<file path="src/rtl/mephi_mc_pkg.sv">
// Shared definitions for the memory-controller front end: bus widths, IO window
// defaults, the timeout read-data pattern and the data-router state encoding.
package mephi_mc_pkg;

   localparam int MC_AW   = 16;
   localparam int MC_DW   = 16;
   localparam int MC_WD_W = 8;

   localparam logic [MC_AW-1:0] MC_IO_BASE  = 16'hFF00;
   localparam logic [MC_AW-1:0] MC_IO_MASK  = 16'hFF00;
   localparam logic [MC_DW-1:0] MC_ERR_DATA = 16'hDEAD;

   typedef enum logic [1:0] {
      ST_IDLE     = 2'd0,
      ST_MEM_WAIT = 2'd1,
      ST_IO_WAIT  = 2'd2,
      ST_RESP     = 2'd3
   } mc_state_e;

endpackage

</file>
<file path="src/rtl/mc_data_router.sv">
// CPU data-side router: one outstanding request, steered to the IO hub or DRAM by
// address, returned as a single-cycle ack, with a per-request watchdog.
//
// state       | meaning
// ST_IDLE     | waiting for cpu_data_stb_i; latches the request and decodes the target
// ST_MEM_WAIT | mem_stb_o high, waiting for mem_ack_i or the watchdog
// ST_IO_WAIT  | io_stb_o high, waiting for io_ack_i or the watchdog
// ST_RESP     | cpu_data_ack_o high for one cycle, then back to idle
module mc_data_router
   import mephi_mc_pkg::*;
#(
   parameter logic [MC_AW-1:0] IO_BASE = MC_IO_BASE,
   parameter logic [MC_AW-1:0] IO_MASK = MC_IO_MASK,
   parameter int unsigned      TIMEOUT = 255
) (
   input  logic             sys_clk,
   input  logic             sys_rst,

   input  logic             cpu_data_stb_i,
   input  logic             cpu_data_we_i,
   input  logic [MC_AW-1:0] cpu_data_addr_i,
   input  logic [MC_DW-1:0] cpu_data_data_i,
   output logic [MC_DW-1:0] cpu_data_data_o,
   output logic             cpu_data_ack_o,
   output logic             cpu_data_err_o,

   output logic             mem_stb_o,
   output logic             mem_we_o,
   output logic [MC_AW-1:0] mem_addr_o,
   output logic [MC_DW-1:0] mem_data_o,
   input  logic [MC_DW-1:0] mem_data_i,
   input  logic             mem_ack_i,

   output logic             io_stb_o,
   output logic             io_we_o,
   output logic [MC_AW-1:0] io_addr_o,
   output logic [MC_DW-1:0] io_data_o,
   input  logic [MC_DW-1:0] io_data_i,
   input  logic             io_ack_i
);

   localparam logic [MC_WD_W-1:0] TIMEOUT_CNT = MC_WD_W'(TIMEOUT);

   mc_state_e          state;
   logic [MC_WD_W-1:0] wd_cnt;
   logic [MC_WD_W-1:0] wd_cnt_inc;
   logic               wd_expired;
   logic               is_io;

   assign is_io      = (cpu_data_addr_i & IO_MASK) == (IO_BASE & IO_MASK);
   assign wd_cnt_inc = wd_cnt + MC_WD_W'(1);
   // Counter starts at 0 in the first stb cycle, so stb stays up for exactly TIMEOUT cycles.
   assign wd_expired = (wd_cnt_inc == TIMEOUT_CNT);

   always_ff @(posedge sys_clk) begin
      if (sys_rst) begin
         state           <= ST_IDLE;
         wd_cnt          <= '0;
         cpu_data_data_o <= '0;
         cpu_data_ack_o  <= 1'b0;
         cpu_data_err_o  <= 1'b0;
         mem_stb_o       <= 1'b0;
         mem_we_o        <= 1'b0;
         mem_addr_o      <= '0;
         mem_data_o      <= '0;
         io_stb_o        <= 1'b0;
         io_we_o         <= 1'b0;
         io_addr_o       <= '0;
         io_data_o       <= '0;
      end else begin
         case (state)
            ST_IDLE: begin
               if (cpu_data_stb_i) begin
                  wd_cnt <= '0;
                  if (is_io) begin
                     io_stb_o  <= 1'b1;
                     io_we_o   <= cpu_data_we_i;
                     io_addr_o <= cpu_data_addr_i;
                     io_data_o <= cpu_data_data_i;
                     state     <= ST_IO_WAIT;
                  end else begin
                     mem_stb_o  <= 1'b1;
                     mem_we_o   <= cpu_data_we_i;
                     mem_addr_o <= cpu_data_addr_i;
                     mem_data_o <= cpu_data_data_i;
                     state      <= ST_MEM_WAIT;
                  end
               end
            end

            // An ack in the same cycle as the watchdog expiry takes priority.
            ST_MEM_WAIT: begin
               if (mem_ack_i) begin
                  mem_stb_o       <= 1'b0;
                  cpu_data_ack_o  <= 1'b1;
                  cpu_data_err_o  <= 1'b0;
                  cpu_data_data_o <= mem_we_o ? '0 : mem_data_i;
                  state           <= ST_RESP;
               end else if (wd_expired) begin
                  mem_stb_o       <= 1'b0;
                  cpu_data_ack_o  <= 1'b1;
                  cpu_data_err_o  <= 1'b1;
                  cpu_data_data_o <= MC_ERR_DATA;
                  state           <= ST_RESP;
               end else begin
                  wd_cnt <= wd_cnt_inc;
               end
            end

            ST_IO_WAIT: begin
               if (io_ack_i) begin
                  io_stb_o        <= 1'b0;
                  cpu_data_ack_o  <= 1'b1;
                  cpu_data_err_o  <= 1'b0;
                  cpu_data_data_o <= io_we_o ? '0 : io_data_i;
                  state           <= ST_RESP;
               end else if (wd_expired) begin
                  io_stb_o        <= 1'b0;
                  cpu_data_ack_o  <= 1'b1;
                  cpu_data_err_o  <= 1'b1;
                  cpu_data_data_o <= MC_ERR_DATA;
                  state           <= ST_RESP;
               end else begin
                  wd_cnt <= wd_cnt_inc;
               end
            end

            ST_RESP: begin
               cpu_data_ack_o <= 1'b0;
               cpu_data_err_o <= 1'b0;
               state          <= ST_IDLE;
            end

            default: state <= ST_IDLE;
         endcase
      end
   end

endmodule
</file>
<file path="config.mk">
export PLATFORM = sky130hd
export DESIGN_NAME = mc_data_router
export DESIGN_NICKNAME = d
export VERILOG_FILES = /design/src/rtl/mephi_mc_pkg.sv /design/src/rtl/mc_data_router.sv
export SDC_FILE = /design/constraint.sdc
export NUM_CORES = 1
export LEC_CHECK = 0
export ABC_AREA = 0
export CAP_MARGIN = 20
export CORE_UTILIZATION = 40
export CTS_CLUSTER_SIZE = 16
export DETAILED_ROUTE_END_ITERATION = 6
export GPL_ROUTABILITY_DRIVEN = 1
export PLACE_DENSITY = 0.74
export SLEW_MARGIN = 20
export SYNTH_ARGS = -nofsm -noshare
export SYNTH_HDL_FRONTEND = slang
export SYNTH_SLANG_ARGS = --single-unit
</file>
<file path="constraint.sdc">
create_clock -name sys_clk -period 1.9 [get_ports sys_clk]
set_input_delay 0.57 -clock sys_clk [delete_from_list [all_inputs] [get_ports sys_clk]]
set_output_delay 0.57 -clock sys_clk [all_outputs]
set_load 0.05 [all_outputs]
</file>
Word-level counts from Yosys, hierarchy flattened
Index checks and enable logic that the tools add are counted.
- multiplexer cells: 34
- bitwise logic cells: 1
- $add $sub $neg: 1
- reduce and logical (&&, ||, !) cells: 11
- equality and inequality tests: 12
- operators with widths (cell ; number):
    2-to-1 mux 16 bit ; 5
    2-to-1 mux 8 bit ; 4
    case mux 16 bit (2 select lines) ; 1
    case mux 8 bit (3 select lines) ; 1
    equality test 8 bit, second input constant ; 2
    2-to-1 mux 1 bit ; 13
    AND reduction 4 bit ; 3
    2-to-1 mux 2 bit ; 5
    != test 2 bit, second input constant ; 5
    adder 8 x 1 -> 8 bit, second input constant ; 1
    case mux 2 bit (4 select lines) ; 1
    != test 3 bit, second input constant ; 2
    case mux 1 bit (3 select lines) ; 2
    AND reduction 3 bit ; 2
    nonzero test 2 bit ; 3
    nonzero test 3 bit ; 2
    equality test 2 bit, second input constant ; 2
    case mux 1 bit (2 select lines) ; 2
    equality test 2 x 1 -> 1 bit, second input constant ; 1
    zero test 2 bit ; 1
    inverter 1 bit ; 1
- input bits: 70
- output and inout port bits: 86
- word-level logic and storage cells: 72
- bits in registers: 96

Logic depth before layout (Yosys ltp)
Gate-level depths: netlist of run 1.
- depth in word-level cells: 5
- depth in mapped cells: 9
- mapped depth without buffers: 6

Worst setup path after synthesis of run 1
Ideal clock, no wire load.
- path type: flip-flop to flip-flop
- start point: register state[0]
- end point: register wd_cnt[2]
- arrival time: 1972 ps
- stages on the path, launching flop included: 9
- library setup time: 79 ps
- path slack: -151 ps
- path buffers: 2
- clock period less this slack: 2051 ps
- required time: 1821 ps
- cells stage by stage: dfxtp_1 > inv_1 > ha_1 > clkbuf_1 > mux2i_1 > or2_1 > buf_6 > a2111o_1 > a211oi_2
- word-level cells in the longest chain between the ends: 3
- elaborated cells between the ends (all ways): 9
- classes of those cells: 5 x eq/ne; 1 x mux; 3 x reduce/logical
- ends and longest elaborated chain (item ; line ; RTL):
    from (decl) ; mc_data_router.sv:44 ; mc_state_e state;
    from (signal assigned) ; mc_data_router.sv:57 ; state <= ST_IDLE;
    from (signal assigned) ; mc_data_router.sv:80 ; state <= ST_IO_WAIT;
    from (signal assigned) ; mc_data_router.sv:86 ; state <= ST_MEM_WAIT;
    equality test 2 bit (tied with other cells) ; mc_data_router.sv:71 ; case (state)
    != test 2 bit (no line) or nonzero test 3 bit (tied branches) ; -- ;
    AND reduction 4 bit (no line) ; -- ;
    to (signal assigned) ; mc_data_router.sv:106 ; wd_cnt <= wd_cnt_inc;
    to (signal assigned) ; mc_data_router.sv:124 ; wd_cnt <= wd_cnt_inc;
    to (decl) ; mc_data_router.sv:45 ; logic [MC_WD_W-1:0] wd_cnt;
Parallel ways exist; a longest one is shown, timed or not.
A chain may end at the register's enable or synchronous reset.

Final worst setup path of run 1
- start point: input port cpu_data_stb_i
- end point: register wd_cnt[1]
- word-level cells in the longest chain between the ends: 2
- ends and longest elaborated chain (item ; line ; RTL):
    from (decl) ; mc_data_router.sv:19 ; input logic cpu_data_stb_i,
    != test 2 bit (no line) ; -- ;
    AND reduction 4 bit (no line) ; -- ;
No other way between the ends.

==> impl_metrics.tcl, run 1 <==
set metrics [dict create \
    syn_avg_cell_area_sq_um 8.26 \
    die_w_um 104 \
    p_int_mw 3.77 \
    wl_met3_um 779 \
    net-switching-power_mw 2.47 \
    synth_nets 580 \
    critPathTopFamily "buffers and inverters" \
    p_seq_share_pct 38.2 \
    r2r_end "wd_cnt[1]" \
    core_area_sq_mm 0.00991 \
    clk_pin_slew_ps 90 \
    clockRootBuffer "clkbuf_8" \
    multi_input_area_sq_mm 0.00210 \
    hold_ws_ps 459 \
    diodes 0 \
    ys_ff_latch 96 \
    cts_buffers 9 \
    hold_depth 2 \
    violations "setup timing" \
    cts-htree-levels 3 \
    io_buffers 155 \
    ctsHoldBuffers 0 \
    synthTopCellsByArea "dfxtp_1 (46%), nand2_1 (12%), a21oi_1 (8.8%)" \
    r2r_slack_ps 40 \
    syn_area_sq_mm 0.00416 \
    clk_latency_ps 370 \
    final-hold-violation-count 0 \
    leakage_nw 2.49 \
    crit_type "in -> reg" \
    final.setup_skew_ps 14.5 \
    arrival_ps 2160 \
    required_ps 2120 \
    drive_above_1_share_pct 27.3 \
    crit_fanout 4 \
    finalCritPeriodShare_pct 102 \
    fmax_mhz 515 \
    gp_congestion 0.828 \
    cpPeakStageDelay_ps 570 \
    finalSetupViolations 1 \
    p_comb_share_pct 41.5 \
    period_minus_slack_ps 1940 \
    vdd_drop_max_mv 0.518 \
    netlist.top_cell.by_area "dfxtp_1" \
    area_growth_pct 50.6 \
    path_buf_inv 3 \
    timing.rr.start "state[1]" \
    status "finished with violations" \
    final-max-slew-violation-count 0 \
    final_antenna_net_count 0 \
    worst_hold_path_type "reg -> reg" \
    grt_pass1_vias 4147 \
    switching_share_pct 39.6 \
    synthArstFlopShare_pct 0 \
    worst_path_most_repeated_cell "buf_4" \
    cts_tree "built" \
    grt_pass1_wl_um 20000 \
    end_kind "flop" \
    maxUsedRoutingLayer "met4" \
    overflow 0 \
    place_hpwl_um 8930 \
    grtUsageTotal_pct 22.5 \
    antenna_found_initial 0 \
    synth_edf_count 0 \
    cts.sinks 96 \
    clkPwrFrac_pct 20.3 \
    synth.distinct_cells 54 \
    max_cap_violations 0 \
    finalPower_mw 6.24 \
    wl_met2_um 6220 \
    via_count 4380 \
    hold_start "io_data_o[10]" \
    regArea_sq_mm 0.00193 \
    rsz0062_at_grt "yes" \
    cts.path.max_buffers 2 \
    post-place-ws_ps -457 \
    first_pass_iters 5 \
    synth_top_area_share_pct 46.3 \
    yosysSeqAreaShare_pct 46.3 \
    yosysWarnings 0 \
    min_to "io_data_o[10]" \
    wire_per_inst_um 15.1 \
    rows 36 \
    syn_inst 503 \
    crit_chain "clkdlybuf4s50_1 > buf_4 > mux2i_2 > or2_1 > buf_4 > o311ai_0" \
    ios 156 \
    power_density_mw_per_mm2 996 \
    postLayoutCoreUtil_pct 63.2 \
    slew_headroom_pct 73.9 \
    initial_core_util_pct 41.9 \
    yosys_most_used_dff "dfxtp_1" \
    r2r.worst_path.cells 6 \
    setup_slack_ps -42.0 \
    die_area_sq_mm 0.0108 \
    first_iter_violations 193 \
    viasPerCell 5.31 \
    cp_slowest_cell "clkdlybuf4s50_1" \
    critPathLaunchType "input pin" \
    grt_start_max_net_pins 65 \
    fin_nets 764 \
    routed_wl_um 12400 \
    wl_met1_um 5140 \
    tightest_slew_ps 386 \
    drc 0 \
    die_y_um 104 \
    nFillCells 837 \
]
==> power groups by stage <==
stage	logic, mW	clock network (mW)	registers [mW]
6_report	2.59	1.26	2.38
5_1_grt	2.75	1.38	2.41
4_1_cts	2.47	1.30	2.37
3_5_place_dp	2.46	0	2.41
3_3_place_gp	2.41	0	2.40
2_1_floorplan	0.944	0	3.04
==> worst reg2reg max path, cell delays in order (launching register included) <==
cell and delay [ps]:
dfxtp_4 400, inv_2 80, ha_4 300, inv_1 40, buf_4 180, or3_1 370
o311ai_0 360
==> kinds of logic after synthesis <==
kind of cell | Yosys count | synth area share, %
xor+xnor | 3 | 0.632
flops | 96 | 46.3
simple gates | 196 | 21.1
fa+ha+maj | 7 | 2.11
mux | 1 | 0.241
buf+inv | 51 | 5.51
compound gates | 149 | 24.2
==> per-layer routing <==
metal	global-route usage, %	vias to the layer above
met5	0	-
li1	-	2128
met2	37.6	162
met4	9.59	0
met1	28.0	2064
met3	4.76	26
==> registers in the layout, summed over array words and instances, names as in the netlist, 2 cells and up <==
name and flops:
cpu_data_data_o 16, io_addr_o 16, io_data_o 16, mem_addr_o 16, mem_data_o 16, wd_cnt 8
state 2
==> synth_stat cells (all sizes together) (5+ instances only) <==
cell type,number
clkbuf,25
buf,12
ha,7
o21ai,14
nor2,20
a21oi,73
inv,14
a221o,11
nand2,128
a311oi,5
nor3b,8
dfxtp,96
a211oi,10
nor3,7
a22o,7
nand2b,11
==> cells in the final DEF (no fill, tap or decap), types with 5 or more instances in the layout <==
cell type	Yosys	routed
a21oi_1	73	72
nor2_1	20	20
o21ai_0	14	14
nand2b_1	11	11
a221o_1	11	11
nor3b_1	7	7
dfxtp_1	96	92
clkbuf_8	0	9
nor3_1	6	6
nand2_1	128	127
inv_1	14	12
a22o_1	6	6
clkdlybuf4s50_1	0	67
buf_12	0	5
a211oi_1	9	8
buf_4	2	131
==> cell type report <==
class	instances	area share [%]
Inverter	14	0.919
Clock buffer	10	2.04
Sequential cell	96	30.9
Multi-Input combinational cell	356	33.6
Tap cell	133	2.66
Timing Repair Buffer	210	29.1
Clock inverter	6	0.820
==> worst max path at each step <==
stage                   startpoint                  end  slack, ps  depth (start not counted)
floorplan                  io_we_o  cpu_data_data_o[10]          5                          6
global placement          io_ack_i  cpu_data_data_o[10]       -390                          5
detailed placement        io_ack_i   cpu_data_data_o[8]       -460                          5
CTS                       state[0]   cpu_data_data_o[8]          6                          9
global route        cpu_data_stb_i            wd_cnt[1]        -60                          6
finish              cpu_data_stb_i            wd_cnt[1]        -40                          6
==> timing repair <==
| item | CTS | global route |
|---|---|---|
| gates resized for setup | 2 | 27 |
| pin swaps | 0 | 4 |
| cloned | 0 | 1 |
| buffers inserted | 0 | 5 |
| endpoints found under the setup margin | 11 | 28 |
==> through the flow <==
| step | TNS, ps | cell area, sq um | cells |
|---|---|---|---|
| 4_1_cts | 0 | 6110 | 819 |
| 3_5_place_dp | -25100 | 5930 | 803 |
| 2_1_floorplan | 0 | 4170 | 503 |
| 6_report | -42.0 | 6260 | 825 |
| 3_3_place_gp | -22600 | 5930 | 803 |
| 5_1_grt | -76.7 | 6260 | 825 |
No activity file was read; power rests on OpenSTA's default activity.
==> run 2: changes to the inputs <==
HOLD_SLACK_MARGIN = 0.06   (was not set)
MAX_ROUTING_LAYER = met4   (was not set)
==> run 2 against run 1 <==
Compared with the run above:
- the run still ends with setup timing left
- sequential power about the same
- wire length shrank 0.34%
- first-iteration DRC count increased by 3.1%
- clock skew increased by 0.91 ps
- sequential cell count is the same
- power barely moved
- clock power hardly changed
- combinational power about the same
- global-route usage is 0.63 points higher
- via count shrank 0.30%
- highest routed layer unchanged
==> impl_metrics.tcl, run 2 (synthesis gave the netlist of run 1 again) <==
set metrics [dict create \
    cts.sinks 96 \
    r2r_slack_ps 60 \
    p_comb_share_pct 41.5 \
    ios 156 \
    power_density_mw_per_mm2 996 \
    viasPerCell 5.29 \
    routed_wl_um 12400 \
    post-place-ws_ps -457 \
    hold_ws_ps 459 \
    period_minus_slack_ps 1940 \
    crit_fanout 4 \
    vdd_drop_max_mv 0.517 \
    r2r_end "wd_cnt[1]" \
    drive_above_1_share_pct 27.3 \
    tightest_slew_ps 379 \
    via_count 4367 \
    layout_commonest_cell "buf_4" \
    final.setup_skew_ps 15.4 \
    wire_per_inst_um 15.0 \
    final-max-slew-violation-count 0 \
    p_int_mw 3.77 \
    end_kind "flop" \
    arrival_ps 2160 \
    grt_use_met3_pct 3.82 \
    cts-htree-levels 3 \
    fin_nets 764 \
    layout_common_cells "buf_4 (130), nand2_1 (127), dfxtp_1 (92)" \
    hold_start "io_data_o[3]" \
    final-hold-violation-count 0 \
    ctsHoldBuffers 0 \
    net-switching-power_mw 2.47 \
    place_hpwl_um 8930 \
    status "finished with violations" \
    finalNonFillerCells 825 \
    die_w_um 104 \
    grt_start_max_net_pins 65 \
    switching_share_pct 39.6 \
    io_buffers 155 \
    grtUsageTotal_pct 23.1 \
    cts.path.max_buffers 2 \
    slew_headroom_pct 74.4 \
    fmax_mhz 516 \
    place_area_sq_mm 0.00593 \
    setup_slack_ps -37.6 \
    grt_busiest_layer "met2" \
    final_antenna_net_count 0 \
    clkPwrFrac_pct 20.3 \
    finalSetupViolations 1 \
    p_seq_share_pct 38.2 \
    clk_latency_ps 370 \
    antenna_found_initial 0 \
    initial_core_util_pct 41.9 \
    first_iter_violations 199 \
    max_cap_violations 0 \
    timing.rr.start "state[1]" \
    die_y_um 104 \
    first_pass_iters 5 \
    worstSetupEndpoint "wd_cnt[1]" \
    overflow 0 \
    finalPower_mw 6.24 \
    crit_type "in -> reg" \
    die_area_sq_mm 0.0108 \
    cts_tree "built" \
    grt_pass1_wl_um 20000 \
    gr-usage-met1_pct 28.3 \
    placed_cells 803 \
    drc 0 \
    violations "setup timing" \
    critPathLaunchType "input pin" \
    rows 36 \
    grtUsageMet2_pct 37.8 \
    cp-startpoint "cpu_data_stb_i" \
    worst_hold_path_type "reg -> reg" \
    core_area_sq_mm 0.00991 \
    leakage_nw 2.49 \
    clockRootBuffer "clkbuf_8" \
    gp_congestion 0.841 \
    final_area_sq_mm 0.00626 \
    nFillCells 835 \
    required_ps 2130 \
    cts_buffers 9 \
    diodes 0 \
    area_growth_pct 50.7 \
    finalCritPeriodShare_pct 102 \
    r2r.worst_path.cells 6 \
    clk_pin_slew_ps 90 \
    grt_pass1_vias 4159 \
    rsz0062_at_grt "yes" \
]
## run 2: cell counts in the layout (fill, tap and decap cells not counted)
No cell type changed its count.
## run 2: final cells by class
class / instances / area [sq um] / share of cell area [%]
multi-input cells: 356 / 2100 / 33.6
flip-flops and latches: 96 / 1930 / 30.8
repair buffers: 210 / 1830 / 29.1
well taps: 133 / 166 / 2.66
clock buffers: 10 / 128 / 2.04
inverters: 14 / 57.6 / 0.919
clock inverters: 6 / 51.3 / 0.819
## run 2: critical path, stage by stage
cell and delay (ps):
clkdlybuf4s50_1 570, buf_4 150, mux2i_2 60, or2_1 270, buf_4 160, o311ai_0 380
## run 2: worst min path at each step
| stage | end | slack (ps) | depth (start not counted) |
|---|---|---|---|
| 2_1_floorplan | wd_cnt[4] | 480 | 2 |
| 3_3_place_gp | io_data_o[7] | 440 | 2 |
| 3_5_place_dp | io_addr_o[3] | 450 | 2 |
| 4_1_cts | io_data_o[3] | 460 | 2 |
| 5_1_grt | mem_data_o[0] | 480 | 2 |
| 6_report | io_data_o[3] | 460 | 2 |
## run 2: power by group through the flow
stage	Combinational, mW	Sequential (mW)	Clock [mW]
after floorplan	0.944	3.04	0
after global placement	2.41	2.40	0
after detailed placement	2.46	2.41	0
after CTS	2.47	2.37	1.30
after global routing	2.76	2.41	1.38
final	2.59	2.38	1.27
## run 2: metal layers
metal  up-vias  routed length, um
li1       2130                  -
met1      2053               5240
met2       161               6140
met3        23                712
met4         0                297
met5         -                  0
## run 2: repair_timing
| action | CTS | global route |
|---|---|---|
| setup endpoints to repair | 11 | 28 |
| setup buffers | 0 | 5 |
| pin swaps | 0 | 6 |
| gates cloned | 0 | 1 |
| endpoints found under the hold margin | 0 | 0 |
| gates resized for setup | 2 | 28 |
## run 2: through the flow
step / util, % / setup TNS [ps]
2_1_floorplan: - / 0
3_3_place_gp: 59.8 / -22600
4_1_cts: 61.7 / 0
6_report: 63.2 / -37.6
3_5_place_dp: 59.8 / -25100
5_1_grt: 63.2 / -63.6
